[config.mk]
export PLATFORM = sky130hd
export DESIGN_NAME = instr_fetch
export DESIGN_NICKNAME = d
export VERILOG_FILES = /design/src/rtl/instr_fetch_pkg.sv /design/src/rtl/instr_fetch_cache_line.sv /design/src/rtl/instr_fetch.sv
export SDC_FILE = /design/constraint.sdc
export NUM_CORES = 1
export LEC_CHECK = 0
export CORE_MARGIN = 5
export CORE_UTILIZATION = 35
export CTS_CLUSTER_SIZE = 8
export DETAILED_ROUTE_END_ITERATION = 16
export GPL_TIMING_DRIVEN = 0
export SLEW_MARGIN = 5
export SYNTH_ARGS = -nofsm -noshare
export SYNTH_HDL_FRONTEND = slang
export SYNTH_SLANG_ARGS = --single-unit
[constraint.sdc]
create_clock -name clk -period 2.44 [get_ports clk]
set_input_delay 0.244 -clock clk [delete_from_list [all_inputs] [get_ports clk]]
set_output_delay 0.244 -clock clk [all_outputs]
set_load 0.05 [all_outputs]
[src/rtl/instr_fetch_pkg.sv]
// Shared definitions for the instruction fetch stage: FSM states and default widths.
package instr_fetch_pkg;
  localparam int          ADDR_W_DEF    = 27;
  localparam int          DATA_W_DEF    = 32;
  localparam logic [31:0] NOP_INSTR_DEF = 32'h0;

  typedef enum logic [2:0] {
    IDLE,
    REQ,
    WAIT,
    DONE,
    DRAIN
  } fetch_state_t;
endpackage

[src/rtl/instr_fetch_cache_line.sv]
// Single-entry instruction cache line: tag/data/valid store with combinational hit compare.
module fetch_cache_line
  import instr_fetch_pkg::*;
#(
  parameter int ADDR_W = ADDR_W_DEF,
  parameter int DATA_W = DATA_W_DEF
) (
  input  logic              clk,
  input  logic              reset,
  input  logic              flush,
  input  logic [ADDR_W-1:0] lookup,
  input  logic              fill,
  input  logic [ADDR_W-1:0] fill_tag,
  input  logic [DATA_W-1:0] fill_data,
  output logic              hit,
  output logic [DATA_W-1:0] data
);
  logic [ADDR_W-1:0] tag_q;
  logic [DATA_W-1:0] data_q;
  logic              valid_q;

  // Invalidation wins over a fill landing in the same cycle.
  always_ff @(posedge clk) begin
    if (reset) begin
      valid_q <= 1'b0;
      tag_q   <= '0;
      data_q  <= '0;
    end else if (flush) begin
      valid_q <= 1'b0;
    end else if (fill) begin
      valid_q <= 1'b1;
      tag_q   <= fill_tag;
      data_q  <= fill_data;
    end
  end

  assign hit  = valid_q && !flush && (tag_q == lookup);
  assign data = data_q;
endmodule

[src/rtl/instr_fetch.sv]
// Instruction fetch: one bus read per request with timeout, abort/drain and optional
// single-entry cache enabled by INSTR_FETCH_CACHE_EN.
module instr_fetch
  import instr_fetch_pkg::*;
#(
  parameter int                ADDR_W    = ADDR_W_DEF,
  parameter int                DATA_W    = DATA_W_DEF,
  parameter int                TIMEOUT   = 255,
  parameter logic [DATA_W-1:0] NOP_INSTR = DATA_W'(NOP_INSTR_DEF)
) (
  input  logic              clk,
  input  logic              reset,
  input  logic [ADDR_W-1:0] pc_in,
  input  logic              fetch_start,
  input  logic              abort,
  input  logic              flush,
  output logic [ADDR_W-1:0] bus_addr,
  output logic              bus_start,
  input  logic              bus_done,
  input  logic [DATA_W-1:0] bus_q,
  output logic [DATA_W-1:0] instr,
  output logic              instr_valid,
  output logic              fetch_err,
  output logic              busy
);
  localparam int              CNT_W    = $clog2(TIMEOUT + 1);
  localparam logic [CNT_W-1:0] CNT_LAST = CNT_W'(TIMEOUT - 1);

  fetch_state_t      state_q, state_d;
  logic [CNT_W-1:0]  cnt_q, cnt_d;
  logic [ADDR_W-1:0] addr_q, addr_d;
  logic [DATA_W-1:0] rdata_q, rdata_d;
  logic [DATA_W-1:0] instr_q, instr_d;
  logic              err_q, err_d;
  logic              pend_q, pend_d;

`ifdef INSTR_FETCH_CACHE_EN
  logic              hit;
  logic              fill;
  logic [DATA_W-1:0] cache_data;

  fetch_cache_line #(.ADDR_W(ADDR_W), .DATA_W(DATA_W)) u_cache (
    .clk       (clk),
    .reset     (reset),
    .flush     (flush),
    .lookup    (pc_in),
    .fill      (fill),
    .fill_tag  (addr_q),
    .fill_data (rdata_q),
    .hit       (hit),
    .data      (cache_data)
  );
`else
  logic unused_flush;
  assign unused_flush = flush;
`endif

  always_ff @(posedge clk) begin
    if (reset) begin
      state_q <= IDLE;
      cnt_q   <= '0;
      addr_q  <= '0;
      rdata_q <= NOP_INSTR;
      instr_q <= NOP_INSTR;
      err_q   <= 1'b0;
      pend_q  <= 1'b0;
    end else begin
      state_q <= state_d;
      cnt_q   <= cnt_d;
      addr_q  <= addr_d;
      rdata_q <= rdata_d;
      instr_q <= instr_d;
      err_q   <= err_d;
      pend_q  <= pend_d;
    end
  end

  always_comb begin
    state_d     = state_q;
    cnt_d       = cnt_q;
    addr_d      = addr_q;
    rdata_d     = rdata_q;
    instr_d     = instr_q;
    err_d       = err_q;
    pend_d      = pend_q;
    bus_start   = 1'b0;
    instr_valid = 1'b0;
    fetch_err   = 1'b0;
`ifdef INSTR_FETCH_CACHE_EN
    fill        = 1'b0;
`endif
    case (state_q)
      IDLE: begin
        if (fetch_start) begin
          addr_d = pc_in;
          err_d  = 1'b0;
          pend_d = 1'b0;
`ifdef INSTR_FETCH_CACHE_EN
          if (hit) begin
            rdata_d = cache_data;
            state_d = DONE;
          end else begin
            state_d = REQ;
          end
`else
          state_d = REQ;
`endif
        end
      end
      REQ: begin
        if (abort) begin
          state_d = IDLE;
        end else begin
          bus_start = 1'b1;
          cnt_d     = '0;
          state_d   = WAIT;
          // An early completion is remembered and retired from WAIT.
          if (bus_done) begin
            pend_d  = 1'b1;
            rdata_d = bus_q;
          end
        end
      end
      WAIT: begin
        cnt_d = cnt_q + CNT_W'(1);
        if (abort) begin
          state_d = DRAIN;
        end else if (pend_q) begin
          state_d = DONE;
        end else if (bus_done) begin
          rdata_d = bus_q;
          state_d = DONE;
        end else if (cnt_q == CNT_LAST) begin
          rdata_d = NOP_INSTR;
          err_d   = 1'b1;
          state_d = DONE;
        end
      end
      DONE: begin
        state_d = IDLE;
        if (!abort) begin
          instr_valid = 1'b1;
          fetch_err   = err_q;
          instr_d     = rdata_q;
`ifdef INSTR_FETCH_CACHE_EN
          fill        = !err_q;
`endif
        end
      end
      DRAIN: begin
        // The counter keeps running from WAIT so the total wait is bounded by TIMEOUT.
        cnt_d = cnt_q + CNT_W'(1);
        if (bus_done || (cnt_q >= CNT_LAST)) state_d = IDLE;
      end
      default: state_d = IDLE;
    endcase
  end

  assign bus_addr = addr_q;
  assign instr    = instr_valid ? rdata_q : instr_q;
  assign busy     = (state_q != IDLE);
endmodule

==> metrics.md <==
| Metric | Value |
|---|---|
| Required time of the worst setup path | `2200 ps` |
| Relative slew slack | `0.534` |
| Clock latency on the worst-skew pair | `350 ps` |
| Pleak | `2.56 nW` |
| Startpoint Class | `register` |
| Post-synth EDFFs | `0` |
| Worst vdd ir | `0.486 mV` |
| Register area share after synthesis | `0.495` |
| Antenna violations before repair | `0` |
| Max Cap Viol | `0` |
| Kind of critical path | `register to output port` |
| Yosys top cell area share | `0.495` |
| Tightest Pin Transition | `696 ps` |
| Slowest stage delay, CP | `380 ps` |
| Hold Vio Cnt, Final | `0` |
| Largest cells by area after synthesis | `dfxtp_1 (49%), nand2_1 (11%), mux2_2 (8.6%)` |
| DRC Markers | `0` |
| Largest net degree at the start of global routing | `17` |
| Cell Chain, Critical Path | `clkbuf_4 > and4bb_4 > buf_4 > mux2_2 > buf_2` |
| Initial Util | `0.353` |
| Fin Hold WS | `444 ps` |
| CTS tree | `built` |
| Hold_buf cts | `0` |
| # IOs | `128` |
| Pwr Density | `652 nW/um^2` |
| Final setup violation count | `0` |
| H-tree levels | `3` |
| Final setup margin | `111 ps` |
| Critical register-to-register path startpoint | `state_q[1]` |
| Final WL | `11,000 um` |
| Cells after synthesis | `458` |
| Crit path max fanout | `10` |
| DR vias/cell | `4.75` |
| Die height | `120 um` |
| Yosys top cell by area | `dfxtp_1` |
| Core Box Area | `11,900 sq um` |
| Vias | `3,538` |
| Cell count after placement | `731` |
| Setup slack after placement | `-741 ps` |
| Count of different cell masters after synthesis | `39` |
| Crit. path cell count | `5` |
| Post-Layout Cell Count | `745` |
| Post-CTS sizing | `149` |
| Number of CTS-inserted buffers | `9` |
| Std-Cell Rows | `40` |
| Placer Congestion | `0.805` |
| Die Wd | `120 um` |
| Post-detail-place hpwl | `8000 um` |
| Post-layout min period | `2330 ps` |
| Total Routing Usage GR | `0.157` |
| Post-route cell area | `5830 sq um` |
| Number of global-route vias before repair | `3,593` |
| First-pass GRT wire length | `18,100 um` |
| Syn-to-layout area delta | `38.5%` |
| Worst r2r dst | `bus_addr[8]` |
| Syn_nets | `525` |
| Post-synthesis sequential element count | `104` |
| CP delay by family, top | `buffers and inverters` |
| FFs w/ async S/R, synth | `0` |
| Tcrit/Tclk final | `0.955` |
| Fmax | `429 MHz` |
| Starting DRT DRC Count | `209` |
| Crit path to | `instr[3]` |
| Port Buffer Count | `126` |
| RSZ-0062 raised after global routing | `true` |
| Postcts setup bufs | `0` |
| Main synth FF type | `dfxtp_1` |
| Ys Warns | `0` |
| Setup TNS | `0 ps` |
| Antenna fix cells | `0` |
| Layout cells sized above 1 | `0.154` |
| Nets | `661` |
| Root Buffer | `clkbuf_16` |
| Die footprint | `14,300 sq um` |
| Longest Clk Path Bufs | `2` |
| Worst setup startpoint | `state_q[1]` |
| Post-route ant nets | `0` |
| Mean area per synthesized cell | `9.19 sq um` |
| GRT overflow | `0` |
| Status | `finished, final reports clean` |
| Synthesized area | `4210 sq um` |
| CP endpoint kind | `output port` |
| Wirelength per Cell | `14.7 um` |
| Clock Skews | `6.78 ps` |
| R2R Setup Slk | `300 ps` |
| CP Buf/Inv Count | `3` |
| Slowest CP cell | `dfxtp_1` |
| Detailed-router iteration count before antenna repair | `4` |
| Clock slew at reported path FFs | `70 ps` |
| Fin. max-slew vios | `0` |
| Clk sink count | `104` |
| Hold/Removal Path Class | `primary input to register` |
| R2R depth | `7` |
| Data arrival, critical path | `2090 ps` |
| Placed cell area | `5650 sq um` |
## cell type report
class / count / area (sq um)
fillers: 1139 / 6080
flip-flops and latches: 104 / 2080
multi-input cells: 316 / 1950
repair buffers: 126 / 1110
clock buffers: 10 / 229
well taps: 147 / 184
plain buffers: 31 / 160
clock inverters: 5 / 81.3
inverters: 6 / 22.5
## sequential cells by signal, indices dropped and copies added (netlist names)
register  flops
cnt_q         8
err_q         1
instr_q      32
pend_q        1
bus_addr     27
state_q       3
rdata_q      32
## tightest hold or removal path: cells and delay by family
family | cells | cell delay (ps)
AOI/OAI and AO/OA | 1 | 50
buffers and inverters | 1 | 400
and+or+nand+nor | 1 | 60
## layout by cell type, fill, tap and decap left out, types with 2 or more instances in the layout
cell type        instances
nand2_1                125
dfxtp_1                104
clkdlybuf4s50_1         91
a21oi_1                 40
and2_1                  34
mux2i_1                 33
mux2_2                  32
buf_2                   30
clkbuf_1                20
nor2_1                  10
clkbuf_16                9
buf_4                    6
inv_1                    6
dlygate4sd2_1            6
nor3_1                   4
a31oi_1                  3
nand3_1                  3
buf_6                    2
or3b_1                   2
nor2b_1                  2
or4_1                    2
o21ai_0                  2
and3_1                   2
a211oi_1                 2
xnor2_1                  2
ha_1                     2
bufinv_16                2
## layer usage
metal  share of wire  wire length, um  vias to the layer above  global-route usage
met2            0.42             4620                      113               0.233
li1                -                -                     1783                   -
met4          0.0097              106                        0              0.0472
met1            0.46             4990                     1635               0.193
met3            0.11             1250                        7              0.0910
met5               0                0                        -                   0
## cells by family (layout without fill, tap and decap cells)
logic type / after synthesis / after routing / share of synthesized area
and+or+nand+nor: 194 / 194 / 0.215
adders and majority gates: 2 / 2 / 0.00595
DFF: 104 / 104 / 0.495
muxes: 65 / 65 / 0.164
xor gates and xnor gates: 3 / 3 / 0.00625
AOI/OAI and AO/OA: 52 / 52 / 0.0723
buffers and inverters: 38 / 178 / 0.0419
## per-stage QoR
step,power (mW),util
floorplan,2.09,-
CTS,3.86,0.489
finish,3.80,0.489
global placement,2.32,0.475
detailed placement,2.32,0.475
global route,3.97,0.489
## cell usage after synthesis (2+ instances only)
master	n
nand2_1	125
dfxtp_1	104
a21oi_1	40
and2_1	34
mux2i_1	33
mux2_2	32
clkbuf_1	20
nor2_1	10
buf_2	6
inv_1	6
nor3_1	4
a31oi_1	3
buf_4	3
nand3_1	3
a211oi_1	2
and3_1	2
and4bb_2	2
buf_6	2
ha_1	2
nor2b_1	2
o21ai_0	2
or3b_1	2
or4_1	2
xnor2_1	2
## worst min path at each step
stage | startpoint | to | slack (ps) | cells after the start
3_3_place_gp | bus_addr[13] | bus_addr[13] | 440 | 2
5_1_grt | pc_in[17] | bus_addr[17] | 440 | 3
4_1_cts | pc_in[24] | bus_addr[24] | 430 | 3
2_1_floorplan | abort | state_q[0] | 360 | 1
3_5_place_dp | bus_addr[6] | bus_addr[6] | 450 | 2
6_report | pc_in[16] | bus_addr[16] | 440 | 3
## where the power goes
part	leakage (nW)	switching, mW	internal, mW
sequential	0.843	0.0260	1.75
combinational	1.56	0.290	0.215
clock	0.149	0.625	0.896
total	2.56	0.940	2.86
Note: power is estimated with default switching activity, not from simulation.
